### config.mk
export PLATFORM = sky130hd
export DESIGN_NAME = debounce_pulse
export DESIGN_NICKNAME = d
export VERILOG_FILES = /design/src/rtl/debounce_pulse.sv
export SDC_FILE = /design/constraint.sdc
export NUM_CORES = 1
export LEC_CHECK = 0
export CORE_ASPECT_RATIO = 1.1
export CORE_UTILIZATION = 31
export DETAILED_ROUTE_END_ITERATION = 12
export GPL_ROUTABILITY_DRIVEN = 0
export PLACE_DENSITY = 0.53
export SYNTH_ARGS = -nofsm -noshare
export SYNTH_HDL_FRONTEND = slang
export SYNTH_SLANG_ARGS = --single-unit
### constraint.sdc
create_clock -name clk -period 2.15 [get_ports clk]
set_clock_uncertainty 0.15 [all_clocks]
set_input_delay 0.43 -clock clk [delete_from_list [all_inputs] [get_ports clk]]
set_output_delay 0.43 -clock clk [all_outputs]
set_load 0.02 [all_outputs]
### src/rtl/debounce_pulse.sv
// ============================================================================
// debounce_pulse
// ----------------------------------------------------------------------------
// Conditions a raw, asynchronous, possibly bouncing input into a clean
// debounced level and a single-cycle pulse per accepted transition. The pulse
// is meant to drive the increment-enable of the modulo event counter.
//
// Processing chain:
//   raw_in -> SYNC_STAGES-deep synchronizer -> sync_out
//   sync_out -> 4-state qualification FSM (LOW, CHECK_HIGH, HIGH, CHECK_LOW)
//   A new level is accepted once sync_out has differed from the current
//   level for STABLE_CYCLES consecutive samples. Shorter excursions are
//   aborted and counted in a saturating 8-bit glitch counter.
//
// Parameters:
//   SYNC_STAGES   synchronizer depth (>= 2)
//   STABLE_CYCLES consecutive differing samples needed to accept (>= 1)
//   EDGE_MODE     0 = pulse on rise, 1 = pulse on fall, 2 = pulse on both
//
// Ports:
//   clk         clock, rising edge
//   rst_n       asynchronous active-low reset
//   raw_in      raw asynchronous input
//   clr_glitch  synchronous clear of glitch_cnt (wins over an increment)
//   level       debounced level (registered)
//   pulse       one-cycle pulse per selected accepted transition (registered)
//   busy        high while a candidate transition is being qualified
//   glitch_cnt  saturating count of aborted qualifications
// ============================================================================
module debounce_pulse #(
    parameter int SYNC_STAGES   = 2,
    parameter int STABLE_CYCLES = 4,
    parameter int EDGE_MODE     = 0
) (
    input  logic       clk,
    input  logic       rst_n,
    input  logic       raw_in,
    input  logic       clr_glitch,
    output logic       level,
    output logic       pulse,
    output logic       busy,
    output logic [7:0] glitch_cnt
);

    localparam int CNT_W = $clog2(STABLE_CYCLES + 1);
    localparam logic [CNT_W-1:0] CNT_ONE  = CNT_W'(1);
    localparam logic [CNT_W-1:0] CNT_LAST = CNT_W'(STABLE_CYCLES - 1);

    // With a one-sample qualification window the CHECK states are skipped.
    localparam bit SINGLE_SAMPLE = (STABLE_CYCLES == 1);
    localparam bit PULSE_ON_RISE = (EDGE_MODE != 1);
    localparam bit PULSE_ON_FALL = (EDGE_MODE != 0);

    typedef enum logic [1:0] {
        ST_LOW        = 2'd0,
        ST_CHECK_HIGH = 2'd1,
        ST_HIGH       = 2'd2,
        ST_CHECK_LOW  = 2'd3
    } state_t;

    logic [SYNC_STAGES-1:0] sync_q, sync_d;
    logic                   sync_out;

    state_t                 state_q, state_d;
    logic [CNT_W-1:0]       count_q, count_d;
    logic                   level_q, level_d;
    logic                   pulse_q, pulse_d;
    logic                   busy_q, busy_d;
    logic [7:0]             glitch_q, glitch_d;

    logic                   rise_accept;
    logic                   fall_accept;
    logic                   abort_qual;

    // Synchronizer shift chain; raw_in enters at bit 0 and nothing else
    // looks at raw_in directly.
    always_comb begin
        sync_d = {sync_q[SYNC_STAGES-2:0], raw_in};
    end

    assign sync_out = sync_q[SYNC_STAGES-1];

    // Qualification FSM next-state. count holds the number of consecutive
    // samples seen that differ from the current level; reaching
    // STABLE_CYCLES-1 already counted plus the current one accepts.
    always_comb begin
        state_d     = state_q;
        count_d     = count_q;
        rise_accept = 1'b0;
        fall_accept = 1'b0;
        abort_qual  = 1'b0;
        case (state_q)
            ST_LOW: begin
                if (sync_out) begin
                    if (SINGLE_SAMPLE) begin
                        state_d     = ST_HIGH;
                        rise_accept = 1'b1;
                    end else begin
                        state_d = ST_CHECK_HIGH;
                        count_d = CNT_ONE;
                    end
                end
            end
            ST_CHECK_HIGH: begin
                if (!sync_out) begin
                    state_d    = ST_LOW;
                    count_d    = '0;
                    abort_qual = 1'b1;
                end else if (count_q == CNT_LAST) begin
                    state_d     = ST_HIGH;
                    count_d     = '0;
                    rise_accept = 1'b1;
                end else begin
                    count_d = count_q + CNT_ONE;
                end
            end
            ST_HIGH: begin
                if (!sync_out) begin
                    if (SINGLE_SAMPLE) begin
                        state_d     = ST_LOW;
                        fall_accept = 1'b1;
                    end else begin
                        state_d = ST_CHECK_LOW;
                        count_d = CNT_ONE;
                    end
                end
            end
            ST_CHECK_LOW: begin
                if (sync_out) begin
                    state_d    = ST_HIGH;
                    count_d    = '0;
                    abort_qual = 1'b1;
                end else if (count_q == CNT_LAST) begin
                    state_d     = ST_LOW;
                    count_d     = '0;
                    fall_accept = 1'b1;
                end else begin
                    count_d = count_q + CNT_ONE;
                end
            end
            default: begin
                state_d = ST_LOW;
                count_d = '0;
            end
        endcase
    end

    // Registered outputs derived from the FSM decision. The pulse is gated
    // by its own previous value so it can never stay high two cycles in a
    // row, which otherwise could happen with a one-sample window and
    // EDGE_MODE=2 when a rise is immediately followed by a fall.
    always_comb begin
        level_d = level_q;
        if (rise_accept) begin
            level_d = 1'b1;
        end else if (fall_accept) begin
            level_d = 1'b0;
        end

        pulse_d = ((rise_accept && PULSE_ON_RISE) ||
                   (fall_accept && PULSE_ON_FALL)) && !pulse_q;

        busy_d = (state_d == ST_CHECK_HIGH) || (state_d == ST_CHECK_LOW);

        glitch_d = glitch_q;
        if (clr_glitch) begin
            glitch_d = 8'd0;
        end else if (abort_qual && (glitch_q != 8'hFF)) begin
            glitch_d = glitch_q + 8'd1;
        end
    end

    // All state and outputs in one register bank with asynchronous reset.
    always_ff @(posedge clk or negedge rst_n) begin
        if (!rst_n) begin
            sync_q   <= '0;
            state_q  <= ST_LOW;
            count_q  <= '0;
            level_q  <= 1'b0;
            pulse_q  <= 1'b0;
            busy_q   <= 1'b0;
            glitch_q <= 8'd0;
        end else begin
            sync_q   <= sync_d;
            state_q  <= state_d;
            count_q  <= count_d;
            level_q  <= level_d;
            pulse_q  <= pulse_d;
            busy_q   <= busy_d;
            glitch_q <= glitch_d;
        end
    end

    assign level      = level_q;
    assign pulse      = pulse_q;
    assign busy       = busy_q;
    assign glitch_cnt = glitch_q;

endmodule
* Word-level counts from Yosys, hierarchy flattened
Index checks and enable logic that the tools add are counted.
** Word-level totals
- Latch bits :: 0
- Output and inout port bits :: 11
- Memories kept :: 0
- Bits in writable memories :: 0
- Logic and storage cells :: 51
- Input port bits :: 4
- Memory bits (read-only) :: 0
- Register bits after elaboration :: 18
** Cells by class
- Multipliers :: 0
- Bitwise gates (word level) :: 0
- Shifts and indexed selects :: 0
- Equal/unequal tests :: 9
- $add $sub $neg :: 2
- Reduce and logical (&&, ||, !) cells :: 8
- Mux-type cells :: 25
- Div/mod/pow operators :: 0
- $lt $le $gt $ge :: 0
** Operators with widths (count)
- $mux 8 :: 2
- $mux 3 :: 5
- $mux 2 :: 6
- $pmux 3 s4 :: 1
- $mux 1 :: 9
- $add 8x1->8 const B :: 1
- $ne 8x8->1 const B :: 1
- $pmux 2 s4 :: 1
- $eq 2x2->1 const B :: 3
- $eq 2x1->1 const B :: 2
- $ne 2x2->1 const B :: 2
- $reduce_bool 2->1 :: 2
- $add 3x1->3 const B :: 1
- $eq 3x2->1 const B :: 1
- $logic_and 1x1->1 :: 2
- $logic_not 2->1 :: 1
- $pmux 1 s2 :: 1
- $reduce_and 2->1 :: 1
- $logic_not 1->1 :: 1
- $logic_or 1x1->1 :: 1

* Longest topological paths before layout
- Depth after elaboration :: 6
- Gate-level depth with buffers :: 5

* Worst setup path before layout
Ideal clock, no wire load.
- Path type :: register -> register
- Start :: reg glitch_q[0], in the netlist glitch_cnt[0]
- End :: reg glitch_q[5], in the netlist glitch_cnt[5]
- Cell stages (with the launch flop) :: 6
- Required time :: 1.922 ns
- Arrival :: 1.616 ns
- Path buffers :: 0
- Setup slack :: 0.306 ns
- Cell sequence :: dfrtp_1 > ha_1 > nand3_1 > o211ai_4 > or4_1 > a21oi_1
** Between the ends
- Word-level cells in the longest chain between the ends :: 3
** Ends and longest elaborated chain
- start: declaration :: RTL line 69 : logic [7:0] glitch_q, glitch_d;
- start signal: assignment :: RTL line 190 : glitch_q <= glitch_d;
- $add 8x1->8 or $ne 8x8->1 (tied branches) :: RTL line 169, 168
- $mux 8 or $logic_and 1x1->1 (tied branches) :: RTL line 168 : end else if (abort_qual && (glitch_q != 8'hFF)) begin
- $mux 8 or $reduce_bool 2->1 (tied branches)
Several ways; a longest one is shown, not always the timed one. The select of a mux whose other input is x is not followed.
A chain may end at the register's enable or synchronous reset.

* Worst setup path in the final report
- Start :: reg glitch_q[2], in the netlist glitch_cnt[2]
- End :: out glitch_cnt[2]
** RTL lines
- end: declaration :: RTL line 42 : output logic [7:0] glitch_cnt
No word-level cell between the ends.

==> run_summary.xml <==
<?xml version="1.0" encoding="UTF-8"?>
<metrics>
  <group name="die">
    <metric name="die_y" unit="µm">56.7</metric>
    <metric name="start_util" unit="%">33.1</metric>
    <metric name="design.core.area" unit="mm²">0.00254</metric>
    <metric name="die-width" unit="µm">51.7</metric>
    <metric name="placementRows" unit="">19</metric>
    <metric name="floorplan.die_area" unit="mm²">0.00293</metric>
    <metric name="boundaryPins" unit="">15</metric>
  </group>
  <group name="clocking">
    <metric name="htree_levels" unit="">1</metric>
    <metric name="cts.hold.buffers_added" unit="">0</metric>
    <metric name="clock_tree_root_buffer_cell" unit="">sky130_fd_sc_hd__clkbuf_4</metric>
    <metric name="clock_sinks" unit="">18</metric>
    <metric name="clkLatencyLatePin" unit="ps">290</metric>
    <metric name="tritoncts" unit="">yes</metric>
    <metric name="cts.repair_timing.setup_buffer_count" unit="">0</metric>
    <metric name="clockBufferDepth" unit="">2</metric>
    <metric name="cts-buffers-inserted" unit="">3</metric>
    <metric name="cts_clk_pin_slew_worst_paths" unit="ps">110</metric>
    <metric name="postCtsResizedCells" unit="">0</metric>
  </group>
  <group name="sta">
    <metric name="final_hold_viol_count" unit="">0</metric>
    <metric name="fmaxAchievable" unit="GHz">0.493</metric>
    <metric name="slew_headroom" unit="%">77.3</metric>
    <metric name="finalSetupViolCount" unit="">0</metric>
    <metric name="slew_violations" unit="">0</metric>
    <metric name="final_critical_path_required_period" unit="ps">2030</metric>
    <metric name="grt_setup_unrepaired" unit="">no</metric>
    <metric name="fin_tns_setup" unit="ps">0</metric>
    <metric name="layout_worst_path_cycle_share" unit="%">94.4</metric>
    <metric name="worst-slew-pin-transition" unit="ps">340</metric>
  </group>
  <group name="global_routing">
    <metric name="global_route.usage.met1" unit="%">15.8</metric>
    <metric name="groute.usage.overall" unit="%">13.1</metric>
    <metric name="global_route.usage.met3" unit="%">2.44</metric>
    <metric name="groute.layer.met2.usage" unit="%">20.2</metric>
    <metric name="global_route.peak_usage_layer" unit="">met2</metric>
    <metric name="total_congestion_overflow_after_global_routing" unit="">0</metric>
    <metric name="grt_pass1_wl" unit="mm">2.80</metric>
    <metric name="grt_pass1_vias" unit="">649</metric>
    <metric name="grt_max_degree" unit="">19</metric>
    <metric name="antenna_found_initial" unit="">0</metric>
  </group>
  <group name="critical_path">
    <metric name="critPathBufInv" unit="">1</metric>
    <metric name="crit_path_start_kind" unit="">register</metric>
    <metric name="crit_family" unit="">buffers and inverters</metric>
    <metric name="slowest_stage" unit="">sky130_fd_sc_hd__clkdlybuf4s50_1</metric>
    <metric name="worstSetupPathType" unit="">register to output pin</metric>
    <metric name="critPathMaxStageDelay" unit="ps">660</metric>
    <metric name="arrival" unit="ps">1450</metric>
    <metric name="critical_path_required" unit="ps">1570</metric>
    <metric name="chain_of_cells_forming_the_critical_path" unit="">clkdlybuf4s50_1</metric>
    <metric name="timing.critical_path.fanout_max" unit="">7</metric>
    <metric name="endpoint_kind" unit="">output pin</metric>
  </group>
  <group name="cells_and_area">
    <metric name="drive_gt1_share" unit="%">10.5</metric>
    <metric name="multiInputGateArea" unit="µm²">380</metric>
    <metric name="final_net_count" unit="">102</metric>
    <metric name="fill_cells" unit="">258</metric>
    <metric name="final-seq-area" unit="µm²">450</metric>
    <metric name="areaGrowthSynthToFinish" unit="%">26.4</metric>
    <metric name="n_antenna_cell" unit="">0</metric>
  </group>
  <group name="hold_path">
    <metric name="holdCritPathClass" unit="">register to register</metric>
  </group>
  <group name="power_and_ir_drop">
    <metric name="cell_internal_pwr" unit="mW">0.666</metric>
    <metric name="total_leakage_power" unit="nW">0.453</metric>
    <metric name="ir_worst_vdd" unit="mV">0.537</metric>
    <metric name="share_clk_of_total_power" unit="%">20.4</metric>
    <metric name="netSwitchingPower" unit="mW">0.364</metric>
    <metric name="seqPwrFrac" unit="%">47.7</metric>
    <metric name="power.switching_fraction" unit="%">35.4</metric>
    <metric name="fin_total_pwr" unit="mW">1.03</metric>
    <metric name="power.share.combinational" unit="%">31.9</metric>
    <metric name="cell_area_power_density" unit="mW/mm²">968</metric>
  </group>
  <group name="drt">
    <metric name="detailed_route_vias_per_instance" unit="">5.17</metric>
    <metric name="drt-wirelength-per-cell" unit="µm">13.2</metric>
    <metric name="final_antenna_net_count" unit="">0</metric>
    <metric name="detailroute.via_count" unit="">652</metric>
    <metric name="drtPass1Iterations" unit="">3</metric>
    <metric name="route.final.wire_length" unit="mm">1.66</metric>
    <metric name="post-route-drc-count" unit="">0</metric>
    <metric name="detailedRoute.firstIterationViolations" unit="">9</metric>
  </group>
  <group name="synthesis">
    <metric name="netlist_instances" unit="">77</metric>
    <metric name="yosysUniqueCellTypes" unit="">29</metric>
    <metric name="synth_sequential_area_ratio" unit="%">53.5</metric>
    <metric name="syn-mean-instance-area" unit="µm²">10.9</metric>
    <metric name="synth.net_count" unit="">83</metric>
    <metric name="synth_warnings" unit="">0</metric>
    <metric name="netlist_area" unit="µm²">842</metric>
    <metric name="synth.ff_latch_count" unit="">18</metric>
  </group>
  <group name="placed_design">
    <metric name="hpwlAfterDp" unit="mm">1.18</metric>
    <metric name="count_of_buffers_inserted_at_the_top_level_ports" unit="">14</metric>
  </group>
  <group name="status">
    <metric name="run_status" unit="">finished, final reports clean</metric>
  </group>
  <group name="run">
    <metric name="cap_viol_max_count" unit="">0</metric>
  </group>
</metrics>
[layout by cell type, fill, tap and decap left out, drive strengths merged, types with 2 or more instances in the layout]
cell type and instances:
nand2 6, a21oi 4, xor2 3, or3 2, clkdlybuf4s50 14, ha 2
nor3 2, nor2 7, o21ai 5, clkbuf 4, o31ai 2, o21a 2
nand4 3, mux2i 2, dfrtp 18, nand3 4, buf 2
[final cells by class]
class	instances	share of cell area [%]
Sequential cell	18	42.3
Multi-Input combinational cell	56	35.7
Timing Repair Buffer	16	14.6
Tap cell	31	3.64
Clock buffer	4	3.41
Inverter	1	0.353
[cell families after synthesis]
logic type | Yosys count | share of synthesized area, %
buffers and inverters | 3 | 1.34
flip-flops | 18 | 53.5
XOR/XNOR | 4 | 6.39
adder cells (fa/ha/maj) | 2 | 2.97
AO/OA/AOI/OAI | 16 | 13.4
multiplexers | 2 | 2.38
AND/OR/NAND/NOR | 32 | 20.1
[final timing paths]
check,startpoint,end,slack (ps),depth (start not counted)
worst max-delay path,glitch_cnt[2],glitch_cnt[2],120,1
min in group asynchronous,rst_n,level,300,2
max in group asynchronous,rst_n,glitch_cnt[6],1350,2
worst min register to register,sync_q[0],sync_q[1],210,0
worst min-delay path,sync_q[0],sync_q[1],210,0
worst max register to register,glitch_cnt[0],glitch_cnt[5],270,5
[through the flow]
stage,cells,instance area [µm²],utilization [%],hold slack (ps),setup slack [ps]
3_5_place_dp,122,1030,40.4,188,293
2_1_floorplan,77,842,-,-15.6,306
4_1_cts,126,1060,41.9,213,110
3_3_place_gp,122,1030,40.4,185,347
5_1_grt,126,1060,41.9,227,52.3
6_report,126,1060,41.9,210,120
[state kept, by name (all words and copies together), names as in the netlist]
register,count
sync_q,2
busy,1
state_q,2
count_q,3
pulse,1
level,1
glitch_cnt,8
[cell usage after synthesis (all sizes together)]
master	instances	area share (%)
and3	1	0.74
nand4	3	2.2
nor3	2	1.2
o2111ai	1	1.0
nand3	4	2.4
o21ai	5	3.0
and4	1	1.0
inv	1	0.45
xor2	3	3.1
nand2b	1	0.74
nand2	6	2.7
o21a	2	1.8
mux2i	2	2.4
clkbuf	1	0.45
nor2	7	3.1
nor2b	1	0.74
xnor2	1	3.3
or4	1	0.89
buf	1	0.45
and2	1	0.74
nand3b	1	0.89
ha	2	3.0
nor3b	1	0.89
or3	2	1.8
o211ai	1	2.5
o31ai	2	1.8
a21oi	4	2.4
a211oi	1	0.89
dfrtp	18	53
[worst register-to-register path: stages (launching register included)]
cell and delay, ps:
sky130_fd_sc_hd__dfrtp_1 460, sky130_fd_sc_hd__ha_1 280, sky130_fd_sc_hd__nand3_1 150, sky130_fd_sc_hd__o211ai_4 140, sky130_fd_sc_hd__or4_1 500, sky130_fd_sc_hd__a21oi_1 150
[power by group through the flow]
stage,registers [mW],clock network (mW),logic (mW)
CTS,0.493,0.221,0.332
global route,0.504,0.235,0.364
global placement,0.493,0,0.329
detailed placement,0.500,0,0.329
floorplan,0.499,0,0.205
finish,0.491,0.210,0.329
[routing by layer]
layer	vias up	part of all wire [%]	wire (µm)
li1	313	-	-
met1	320	46	767
met2	15	48	800
met3	4	4.0	67
met4	0	1.7	28
met5	-	0	0
(Power assumes the default switching activity.)
